[config.mk]
export PLATFORM = sky130hd
export DESIGN_NAME = div_period_meter
export DESIGN_NICKNAME = d
export VERILOG_FILES = /design/src/rtl/div_meter_pkg.sv /design/src/rtl/sync_edge_det.sv /design/src/rtl/div_period_meter.sv
export SDC_FILE = /design/constraint.sdc
export NUM_CORES = 1
export LEC_CHECK = 0
export CORE_MARGIN = 2
export CORE_UTILIZATION = 49
export CTS_BUF_LIST = sky130_fd_sc_hd__clkbuf_16
export DETAILED_ROUTE_END_ITERATION = 10
export PLACE_DENSITY = 0.72
export SLEW_MARGIN = 20
export SYNTH_ARGS = -nofsm -noshare
export SYNTH_HDL_FRONTEND = slang
export SYNTH_HIERARCHICAL = 1
export SYNTH_SLANG_ARGS = --single-unit
[constraint.sdc]
create_clock -name clk -period 1.8 [get_ports clk]
set_input_delay 0.36 -clock clk [delete_from_list [all_inputs] [get_ports clk]]
set_output_delay 0.36 -clock clk [all_outputs]
set_load 0.01 [all_outputs]
[src/rtl/div_meter_pkg.sv]
// rtl/div_meter_pkg.sv - shared states, defaults and saturation constant for the divided-clock period meter
package div_meter_pkg;

  localparam int CNT_W_DEF       = 12;
  localparam int SYNC_STAGES_DEF = 2;

  typedef enum logic [1:0] {
    IDLE,
    ARM,
    MEAS,
    HOLD
  } state_t;

  function automatic logic [31:0] sat_val(input int w);
    return (32'd1 << w) - 32'd1;
  endfunction

endpackage

[src/rtl/sync_edge_det.sv]
// rtl/sync_edge_det.sv - multi-flop synchroniser with history flop giving rise/fall strobes
module sync_edge_det #(
  parameter int SYNC_STAGES = 2
) (
  input  logic clk,
  input  logic reset,
  input  logic sig_async,
  output logic sig_s,
  output logic rise,
  output logic fall
);

  logic [SYNC_STAGES-1:0] sync_q;
  logic                   hist_q;

  always_ff @(posedge clk or negedge reset) begin
    if (!reset) begin
      sync_q <= '0;
      hist_q <= 1'b0;
    end else begin
      sync_q <= {sync_q[SYNC_STAGES-2:0], sig_async};
      hist_q <= sync_q[SYNC_STAGES-1];
    end
  end

  assign sig_s = sync_q[SYNC_STAGES-1];
  assign rise  = sig_s & ~hist_q;
  assign fall  = ~sig_s & hist_q;

endmodule

[src/rtl/div_period_meter.sv]
// rtl/div_period_meter.sv - measures period and high time of an asynchronous divided clock in clk cycles
module div_period_meter
  import div_meter_pkg::*;
#(
  parameter int CNT_W       = CNT_W_DEF,
  parameter int SYNC_STAGES = SYNC_STAGES_DEF
) (
  input  logic             clk,
  input  logic             reset,
  input  logic             sig_in,
  input  logic             measure_en,
  input  logic             period_ready,
  output logic             period_valid,
  output logic [CNT_W-1:0] period,
  output logic [CNT_W-1:0] high_time,
  output logic             ovf,
  output logic             edge_tick
);

  localparam logic [CNT_W-1:0] SAT = CNT_W'(sat_val(CNT_W));
  localparam logic [CNT_W-1:0] ONE = CNT_W'(1);

  state_t           state, state_nx;
  logic             sig_s, rise, fall;
  logic [CNT_W-1:0] pcnt, hcnt;
  logic             hdone;
  logic             capture;
  logic             pcnt_sat;

  sync_edge_det #(
    .SYNC_STAGES(SYNC_STAGES)
  ) u_sync (
    .clk      (clk),
    .reset    (reset),
    .sig_async(sig_in),
    .sig_s    (sig_s),
    .rise     (rise),
    .fall     (fall)
  );

  always_ff @(posedge clk or negedge reset) begin
    if (!reset) state <= IDLE;
    else        state <= state_nx;
  end

  // A rise in the saturation cycle still closes a real period, so ovf is simply ~rise.
  always_comb begin
    state_nx = state;
    capture  = 1'b0;
    pcnt_sat = (pcnt == SAT);
    if (!measure_en) begin
      state_nx = IDLE;
    end else begin
      case (state)
        IDLE: state_nx = ARM;
        ARM:  if (rise) state_nx = MEAS;
        MEAS: begin
          if (rise || pcnt_sat) begin
            state_nx = HOLD;
            capture  = 1'b1;
          end
        end
        HOLD: if (period_ready) state_nx = ARM;
        default: state_nx = IDLE;
      endcase
    end
  end

  assign period_valid = (state == HOLD);

  always_ff @(posedge clk or negedge reset) begin
    if (!reset) begin
      pcnt      <= '0;
      hcnt      <= '0;
      hdone     <= 1'b0;
      period    <= '0;
      high_time <= '0;
      ovf       <= 1'b0;
      edge_tick <= 1'b0;
    end else begin
      edge_tick <= rise;
      if (state == ARM && rise) begin
        pcnt  <= ONE;
        hcnt  <= ONE;
        hdone <= 1'b0;
      end else if (state == MEAS) begin
        if (!rise && !pcnt_sat) pcnt <= pcnt + ONE;
        if (sig_s && !hdone && hcnt != SAT) hcnt <= hcnt + ONE;
        if (fall) hdone <= 1'b1;
      end
      if (capture) begin
        period    <= pcnt;
        high_time <= hcnt;
        ovf       <= ~rise;
      end
    end
  end

endmodule

; ---- Word-level counts from Yosys, hierarchy flattened
; Cells that the tools add are included.
; W data, S select, Z words.
[word_totals]
reg_bits = 56
inputBits = 5
out_inout_bits = 27
word_cells = 59
[op_classes]
add_sub_neg = 2
n_eq_ne = 8
n_mux = 17
bitwise_logic = 5
n_reduce_logical = 17
[op_table]
columns = op, count
row1 = $mux W12, 6
row2 = $add A12 B1 Y12 const B, 2
row3 = $eq A12 B12 Y1 const B, 1
row4 = $ne A12 B12 Y1 const B, 1
row5 = $ne A3 B3 Y1 const B, 3
row6 = $mux W2, 4
row7 = $pmux W2 S4, 1
row8 = $reduce_bool A2 Y1, 4
row9 = $mux W1, 6
row10 = $reduce_and A2 Y1, 3
row11 = $eq A2 B2 Y1 const B, 2
row12 = $logic_and A1 B1 Y1, 4
row13 = $logic_not A1 Y1, 3
row14 = $not A1 Y1, 3
row15 = $reduce_and A3 Y1, 1
row16 = $and A1 B1 Y1, 2
row17 = $eq A2 B1 Y1 const B, 1
row18 = $logic_not A2 Y1, 1
row19 = $logic_or A1 B1 Y1, 1

; ---- Logic depth before layout (Yosys ltp)
; Gate-level depths: netlist (run 1).
[logic_depth]
ltp_word = 7
depth_mapped = 7

; ---- Hierarchy
; The synthesis (run 1) kept the hierarchy.
[modules_own_cells]
columns = module, n_inst, cells_each, area_each_um2, seq_area_each_um2
row1 = div_period_meter, 1, 216, 2473.6, 1326.3
row2 = sync_edge_det, 1, 5, 90.1, 75.1

; ---- Worst setup path before layout (run 1)
; No wires, ideal clock.
[synth_path]
kind = reg2reg
start = reg pcnt[0]
end = reg high_time[5]
setup_ps = 127
arrival_time_ps = 1728
t_required_ps = 1673
path_slack_ps = -56
path_stages_with_launch = 8
path_buffers = 2
period_less_slack_ps = 1856
cell_sequence = dfrtp_1 > ha_1 > nand3_1 > nor4_4 > o211a_1 > buf_6 > buf_6 > mux2_1
[synth_between]
elab_chain_cells = 5
[synth_rtl]
columns = element, line_no
row1 = "start, declared", div_period_meter.sv:25  ; logic [CNT_W-1:0] pcnt, hcnt;
row2 = "start signal, assigned", div_period_meter.sv:87  ; if (!rise && !pcnt_sat) pcnt <= pcnt + ONE;
row3 = $eq A12 B12 Y1, div_period_meter.sv:50  ; pcnt_sat = (pcnt == SAT);
row4 = $logic_or A1 B1 Y1, div_period_meter.sv:58  ; if (rise || pcnt_sat) begin
row5 = $mux W1, div_period_meter.sv:58
row6 = $mux W1, div_period_meter.sv:54  ; case (state)
row7 = $mux W1, div_period_meter.sv:51  ; if (!measure_en) begin
row8 = "end signal, assigned", div_period_meter.sv:93  ; high_time <= hcnt;
row9 = "end, declared", div_period_meter.sv:15  ; output logic [CNT_W-1:0] high_time,
; Every way passes these cells.
; A chain may end at the register's enable or synchronous reset.

; ---- Worst setup path after layout (run 1)
[layout_path]
start = reg pcnt[7]
end = reg high_time[0]
; The elaborated chain is that of the path after synthesis.

==> results of run 1 <==
-- timing repair --
item	CTS	global route
pin swaps	1	0
gates cloned	1	2
gates resized for setup	3	31
buffers inserted	1	2
hold buffers	0	0
endpoints found under the setup margin	26	38
-- stage by stage --
step	hold slack, ns	power [W]
6_report	0.06050	0.003495
5_1_grt	0.07372	0.003705
4_1_cts	0.06712	0.003400
3_5_place_dp	0.3631	0.002459
3_3_place_gp	0.3601	0.002430
2_1_floorplan	0.06441	0.002025
-- power groups by stage --
stage / registers, W / clock network [W] / logic [W]
final: 0.00156 / 0.000907 / 0.00103
after global routing: 0.00158 / 0.000992 / 0.00113
after CTS: 0.00153 / 0.000934 / 0.000932
after detailed placement: 0.00156 / 0 / 0.000903
after global placement: 0.00155 / 0 / 0.000882
after floorplan: 0.00160 / 0 / 0.000428
-- flip-flops by register name, indices dropped and copies added, names as in the netlist --
signal         flops
period            12
edge_tick          1
u_sync/hist_q      1
high_time         12
state              2
u_sync/sync_q      2
hcnt              12
ovf                1
hdone              1
pcnt              12
-- cells in the mapped netlist (2+ instances only) --
library cell / number / area share
sky130_fd_sc_hd__nor2b_1: 2 / 0.0049
sky130_fd_sc_hd__and4_1: 2 / 0.0068
sky130_fd_sc_hd__o41ai_1: 3 / 0.010
sky130_fd_sc_hd__buf_2: 2 / 0.0039
sky130_fd_sc_hd__nand2_1: 20 / 0.029
sky130_fd_sc_hd__xor2_1: 2 / 0.0068
sky130_fd_sc_hd__dfrtp_1: 56 / 0.55
sky130_fd_sc_hd__o211a_1: 2 / 0.0078
sky130_fd_sc_hd__mux2_1: 24 / 0.11
sky130_fd_sc_hd__clkbuf_1: 2 / 0.0029
sky130_fd_sc_hd__nor4_1: 2 / 0.0049
sky130_fd_sc_hd__nand4_1: 6 / 0.015
sky130_fd_sc_hd__o31ai_1: 4 / 0.012
sky130_fd_sc_hd__inv_1: 8 / 0.012
sky130_fd_sc_hd__mux2i_1: 3 / 0.012
sky130_fd_sc_hd__and3_1: 2 / 0.0049
sky130_fd_sc_hd__or4_1: 3 / 0.0088
sky130_fd_sc_hd__buf_6: 3 / 0.013
sky130_fd_sc_hd__o21ai_1: 2 / 0.0039
sky130_fd_sc_hd__o211ai_1: 3 / 0.0088
sky130_fd_sc_hd__nor3_1: 4 / 0.0078
sky130_fd_sc_hd__nor2_1: 7 / 0.010
sky130_fd_sc_hd__o21a_1: 2 / 0.0059
sky130_fd_sc_hd__or3_1: 4 / 0.0098
sky130_fd_sc_hd__ha_1: 5 / 0.024
sky130_fd_sc_hd__nand3_1: 12 / 0.023
sky130_fd_sc_hd__a21oi_1: 13 / 0.025
sky130_fd_sc_hd__o21ai_0: 5 / 0.0098
sky130_fd_sc_hd__a41o_1: 2 / 0.0078
sky130_fd_sc_hd__or2_1: 2 / 0.0049
-- layout make-up --
class	instances	area, µm²	area share
multi-input cells	151	1229	0.3453
well taps	70	87.58	0.02461
inverters	8	30.03	0.008439
flip-flops and latches	56	1401	0.3938
clock inverters	2	8.758	0.002461
repair buffers	71	676.9	0.1902
clock buffers	5	125.1	0.03516
-- layer usage --
layer | track usage | wire length [µm]
met5 | 0 | 0
met4 | 0.06000 | 87
met3 | 0.04147 | 223
met2 | 0.3301 | 2967
met1 | 0.2660 | 2581
-- critical path, cell delays in order, from the launching register on --
cell and delay (ns):
sky130_fd_sc_hd__dfrtp_1 0.38, sky130_fd_sc_hd__nand4_2 0.16, sky130_fd_sc_hd__nor4_4 0.35, sky130_fd_sc_hd__o211a_4 0.29, sky130_fd_sc_hd__clkbuf_16 0.18, sky130_fd_sc_hd__mux2_4 0.30
-- worst max path at each step --
| stage | cells past startpoint | start | endpoint | slack [ns] |
|---|---|---|---|---|
| detailed placement | 5 | pcnt[0] | pcnt[4] | -0.04 |
| floorplan | 7 | pcnt[0] | high_time[5] | 0.02 |
| CTS | 6 | state[0] | pcnt[5] | 0.04 |
| global route | 5 | pcnt[7] | period[8] | -0.03 |
| finish | 5 | pcnt[7] | high_time[0] | 0.03 |
| global placement | 6 | pcnt[0] | pcnt[3] | 0.008 |
-- logic make-up (layout without fill, tap and decap cells) --
| family | count (synthesis) | after routing | synth area share |
|---|---|---|---|
| DFF | 56 | 56 | 0.5466 |
| AOI/OAI and AO/OA | 43 | 44 | 0.1137 |
| and+or+nand+nor | 73 | 73 | 0.1596 |
| muxes | 27 | 27 | 0.1171 |
| adders and majority gates | 5 | 5 | 0.02440 |
| xor gates and xnor gates | 2 | 2 | 0.006834 |
| buffers and inverters | 15 | 86 | 0.03172 |
==> impl.org, run 1 <==
** Global routing
- First-pass GRT wire length :: 9377 µm
- The initial antenna violation count came to 0.
- The via count of the first global-routing pass was 1,988.
- Total grt overflow :: 0
- Maximum number of pins on one net before global-route repair :: 57
- In the global route stage, overall resource usage came out at 0.1994.

** Setup path
- Depth of the worst register-to-register path :: 5
- STA classifies the critical path startpoint as a register.
- Worst R2R Start :: pcnt[7]
- Required time worst endpoint :: 1.97 ns
- Critical Path End Type :: register
- For the worst setup path, the data arrival time is 1.94 ns.
- Reg2Reg Capture Point :: high_time[0]
- In this run the worst path has a maximum fanout of 6.
- Setup slack on the worst reg-to-reg path comes out at 0.03 ns.
- Worst Path Class, Setup :: reg2reg

** Place
- Area post-placement :: 3206 µm²
- Port buffering added 31 buffers.
- After legalization and detailed placement, the total HPWL measured 3620 µm.
- OpenSTA, run right after detailed placement, puts the worst setup slack at -0.04208 ns.
- At the end of routability-driven placement, the weighted congestion stood at 0.7874.
- Inst Count DP :: 350

** Yosys
- Most used flip-flop cell after synthesis :: sky130_fd_sc_hd__dfrtp_1
- After synthesis the cells add up to 2564 µm².
- Net Count, Synth :: 231
- Instance count of the mapped netlist :: 221
- EDFF count, synth :: 0
- Syn. warnings :: 6
- For this run, the register share of the synthesized area comes to 0.5466.
- Counting distinct cell types in the post-synthesis netlist gives 44.
- Avg Inst Size Synth :: 11.60 µm²
- Counting flops with an async set or reset pin after synthesis yields a share of 1.000.
- Seq cells post-synth :: 56

** Drt
- Avg WL per Cell :: 16.14 µm
- Routed wire length :: 5858 µm
- Remaining design rule violation count :: 0
- After detailed routing, the number of vias per cell comes to 5.623.
- First-pass iteration count of the detailed router :: 4
- Total via count in the routed design :: 2,041
- Routed Antenna Nets :: 0
- The first routing iteration left 85 violations.

** Power
- Switching power of the nets :: 0.001023 W
- Relative contribution of the clock network to total power :: 0.260
- Switching fraction of total power :: 0.2927
- VDD sags by at most 763.3 µV.
- Summed over all cells, the static leakage comes to 1.627 nW.
- Share of power burned in registers :: 0.446
- Cell internal power was estimated by the tool at 0.002472 W.
- The share of total power dissipated in combinational logic is 0.294.
- Dividing total power by cell area gives a power density of 982.3 nW/µm².

** Worst hold path
- Hold Path Class :: in2async

** Clock network
- Clk Latency, worst-skew pair :: 0.29 ns
- Number of buffers on the longest clock path :: 2
- TritonCTS built the clock tree.
- The tree is rooted in a sky130_fd_sc_hd__clkbuf_16.
- Clock-pin slew was measured on the worst setup and hold paths at 0.06 ns.
- The H-tree was split into 2 levels.
- Number of sinks driven by the clock tree :: 56
- Number of buffers created by CTS :: 5

** STA
- Clock skew on the completed layout was measured at 0.005683 ns.
- The total count of hold-check failures in the final report is 0.
- Setup repair after global routing could not meet its margin everywhere.
- The final number of max-transition violations came to 0.
- Minimum clock period :: 1.772 ns
- Derived from the worst setup path, the maximum achievable clock frequency is 564.4 MHz.
- Setup violations remaining at the end of the flow were counted as 0.
- Worst Tran Pin Value :: 0.3509 ns
- The worst pin sits at a relative slew slack of 0.7639.
- Fin Setup TNS :: 0 ns
- Setup slack closes at 0.02810 ns.
- In the finished design, the share of the clock period the worst path needs comes to 0.9844.

** Finish
- Final Cell Area :: 3558 µm²
- Most frequent cells in the layout :: sky130_fd_sc_hd__dfrtp_1, sky130_fd_sc_hd__buf_4, sky130_fd_sc_hd__clkdlybuf4s50_1
- End-of-flow core utilization :: 0.7012
- In the final design database the tool counted 303 nets.
- The library cell used most frequently in the layout, excluding fill and tap cells, is sky130_fd_sc_hd__dfrtp_1.
- The repair_antennas step left the layout with diodes totalling 0.
- The filler cells instantiated in the layout total 367.
- Relative to the synthesized area, the layout overhead comes to 38.80%.
- Share of layout cells above drive strength 1 :: 0.2765
- Leaving out filler cells and counting taps, the final layout contains 363.

** Floorplanning
- For this configuration, the core starts out at a cell density of 0.5052.
- Die boundary width :: 76.33 µm
- The initialized floorplan defines 26 standard-cell rows.
- Die Y :: 76.33 µm
- Number of top-level pins :: 32
- Die ar. :: 5826 µm²
- Core Box Area :: 5075 µm²

** Run
- The tool flagged a number of max-cap violations equal to 0.

** Run status
- Run status :: finished clean
Note: power is estimated with default switching activity, not from simulation.
==> inputs of run 2 (changes only) <==
--- a/config.mk
+++ b/config.mk
@@ -10,6 +10,7 @@
 export CTS_BUF_LIST = sky130_fd_sc_hd__clkbuf_16
 export DETAILED_ROUTE_END_ITERATION = 10
 export PLACE_DENSITY = 0.72
+export SETUP_SLACK_MARGIN = 0.05
 export SLEW_MARGIN = 20
 export SYNTH_ARGS = -nofsm -noshare
 export SYNTH_HDL_FRONTEND = slang
==> constraint.sdc (replaced) <==
create_clock -name clk -period 1.6 [get_ports clk]
set_input_delay 0.32 -clock clk [delete_from_list [all_inputs] [get_ports clk]]
set_output_delay 0.32 -clock clk [all_outputs]
set_load 0.01 [all_outputs]
==> impl.org, run 2 (synthesis gave the netlist of run 1 again) <==
** Run status
- The flow ran to the end, but the final reports show violations.
- Violations in the final reports :: setup timing

** Setup path
- The largest driver fanout on the critical path came to 6 (unchanged).
- Worst R2R Start :: pcnt[8]
- The worst setup path is captured at a register.
- Slack of the worst reg-to-reg path :: -0.20 ns (-0.23 ns)
- Reg2Reg Capture Point :: high_time[1]
- Worst Path Class, Setup :: reg2reg
- The number of cells on the worst reg-to-reg path is 6 (+1).
- The data arrival time of the critical path came to 1.98 ns (+0.04 ns).
- CP startpoint kind :: register
- The data required time of the critical path is 1.78 ns (-0.19 ns).

** Place
- Input/output buffers :: 31 (unchanged)
- Pre-CTS setup slack :: -0.1600 ns (-0.1179 ns)
- Detailed placement HPWL :: 3672 µm (+1.4%)
- Global placement routability congestion :: 0.8528 (+8.3%)

** Worst hold path
- The tightest min-delay check is of the in2async type.

** Floorplanning
- The area of the die is 5826 µm² (unchanged).
- Core Box Area :: 5075 µm² (unchanged)
- The boundary pin count is 32 (unchanged).
- The standard-cell row count came to 26 (unchanged).
- Initial core utilization :: 0.5052 (unchanged)
- Die Y :: 76.33 µm (unchanged)
- The width of the die was 76.33 µm (unchanged).

** Clock network
- The number of sinks handled by clock tree synthesis came to 56 (unchanged).
- Clock transition time at the flip-flop clock pins of the worst setup and hold paths :: 0.07 ns (about the same)
- Number of buffers created by CTS :: 5 (unchanged)
- Clock tree synthesis selected as its root buffer the cell sky130_fd_sc_hd__clkbuf_16.
- Hold_buf cts :: 0 (unchanged)
- Clock tree from TritonCTS :: done
- Clk Latency, worst-skew pair :: 0.29 ns (about the same)
- The CTS H-tree depth is 2 (unchanged).
- The deepest clock path buffer count came to 2 (unchanged).

** Global routing
- The total global-route track usage was 0.2223 (+0.02287).
- Antenna violations before repair :: 0 (unchanged)
- The maximum number of pins on one net before global-route repair came to 57 (unchanged).
- First-pass GRT wire length :: 10,280 µm (+9.6%)
- Total grt overflow :: 0 (unchanged)
- Via count of the first global-routing pass :: 2,224 (+12%)

** Power
- The clock power share was 0.246 (-0.014).
- Comb pwr share :: 0.349 (+0.055)
- Static leakage :: 1.877 nW (+15%)
- Overall Power :: 0.004263 W (+22%)
- The total power density per cell area came to 1087 nW/µm² (+11%).
- Switching fraction of total power :: 0.3102 (+0.01749)
- The internal power was 0.002941 W (+19%).
- Worst VDD drop :: 886.9 µV (+16%)
- The switching power was 0.001322 W (+29%).
- Share of power burned in registers :: 0.406 (-0.040)

** STA
- Setup repair after global routing could not meet its margin everywhere.
- The headroom to the max-slew limit came to 0.7546 (-0.009299).
- Final hold slack :: 0.01599 ns (-0.04451 ns)
- The final number of max-transition violations is 0 (unchanged).
- The final setup violation count came to 36 (+36).
- Clock skew after layout :: 0.007205 ns (+0.001522 ns)
- The shortest period the worst path allows is 1.798 ns (+0.02591 ns).
- The maximum operating frequency was 556.2 MHz (-1.4%).
- The portion of the clock cycle consumed by the worst path in the final layout was 1.124 (+0.1392).
- The total count of hold-check failures in the final report was 0 (unchanged).
- Worst Tran Pin Value :: 0.3672 ns (+0.01629 ns)
- PnR worst setup slack :: -0.1978 ns (-0.2259 ns)

** Drt
- Avg Vias per Cell :: 5.818 (+3.5%)
- The detail-routed net length per standard cell came to 17.92 µm (+11%).
- The DRC marker count from the first detailed-route iteration is 212 (+150%).
- Routed Antenna Nets :: 0 (unchanged)
- Remaining design rule violation count :: 0 (unchanged)
- The first-pass detailed-route iteration total was 4 (unchanged).
- The total routed wirelength came to 6990 µm (+19%).
- Total via count in the routed design :: 2,269 (+11%)

** Finish
- Antenna Diode Count :: 0 (unchanged)
- The library cells used most frequently in the layout, excluding fill and tap cells, are sky130_fd_sc_hd__dfrtp_1, sky130_fd_sc_hd__buf_4, sky130_fd_sc_hd__clkdlybuf4s50_1.
- The register area came to 1403 µm² (about the same).
- Count of nets after finishing :: 329 (+8.6%)
- Layout area overhead :: 52.95%
- The combined area of the multi-input logic cells came to 1345 µm² (+9.5%).
- The count of filler cells inserted in the layout is 329 (-10%).
- Share of layout cells above drive strength 1 :: 0.3719 (+0.09542)
- Commonest non-fill, non-tap cell in the layout :: sky130_fd_sc_hd__dfrtp_1
- The final core utilization is 0.7727 (+0.07150).

** Run
- Maxcap violations :: 0 (unchanged)
[run 2: cell types whose count changed in the layout (fill, tap and decap cells not counted), moves of 4 or more]
cell,delta
sky130_fd_sc_hd__buf_4,+14
sky130_fd_sc_hd__a21oi_1,-4
sky130_fd_sc_hd__o21ai_2,+4
sky130_fd_sc_hd__mux2_4,-22
sky130_fd_sc_hd__mux2_1,+22
sky130_fd_sc_hd__a21oi_2,+4
sky130_fd_sc_hd__buf_6,+11
[run 2: worst max-delay path by stage]
stage | to | from | cells after the start
after floorplan | period[0] | pcnt[0] | 7
after global placement | period[3] | measure_en | 4
after detailed placement | pcnt[5] | state[0] | 6
after CTS | period[7] | pcnt[6] | 6
after global routing | high_time[6] | pcnt[8] | 6
final | high_time[1] | pcnt[8] | 6
[run 2: cell type report]
class                   count  share of cell area
flip-flops and latches     56              0.3577
multi-input cells         151              0.3430
repair buffers             97              0.2339
clock buffers               5             0.03191
well taps                  70             0.02234
inverters                   8            0.007658
clock inverters             3            0.003510
[run 2: routing by layer]
metal / GRT usage / part of all wire
met2: 0.3858 / 0.51
met3: 0.04621 / 0.047
met5: 0 / 0
met4: 0.07636 / 0.0062
met1: 0.2768 / 0.43
[run 2: worst max-delay path: stages, from the launching register on]
cell and delay [ns]:
sky130_fd_sc_hd__dfrtp_1 0.42, sky130_fd_sc_hd__nand4_4 0.14, sky130_fd_sc_hd__nor4_4 0.32, sky130_fd_sc_hd__o211a_1 0.19, sky130_fd_sc_hd__buf_4 0.15, sky130_fd_sc_hd__clkbuf_16 0.16, sky130_fd_sc_hd__mux2_1 0.31
[run 2: timing repair]
item,4_1_cts,5_1_grt
cloned,4,1
gates resized for setup,33,34
buffers inserted,10,9
setup endpoints to repair,47,50
pin swaps,28,21
[run 2: per-stage QoR]
step	instances	instance area, µm²	TNS, ns
floorplan	221	2608	-2.879
global placement	358	3288	-3.735
detailed placement	358	3288	-4.342
CTS	380	3671	-3.348
global route	390	3921	-8.032
finish	390	3921	-5.036
[run 2: power by group through the flow]
stage / Sequential (W) / Combinational, W / Clock, W
6_report: 0.00173 / 0.00149 / 0.00105
5_1_grt: 0.00175 / 0.00160 / 0.00112
4_1_cts: 0.00172 / 0.00130 / 0.00107
3_5_place_dp: 0.00173 / 0.00111 / 0
3_3_place_gp: 0.00173 / 0.00108 / 0
2_1_floorplan: 0.00180 / 0.000511 / 0
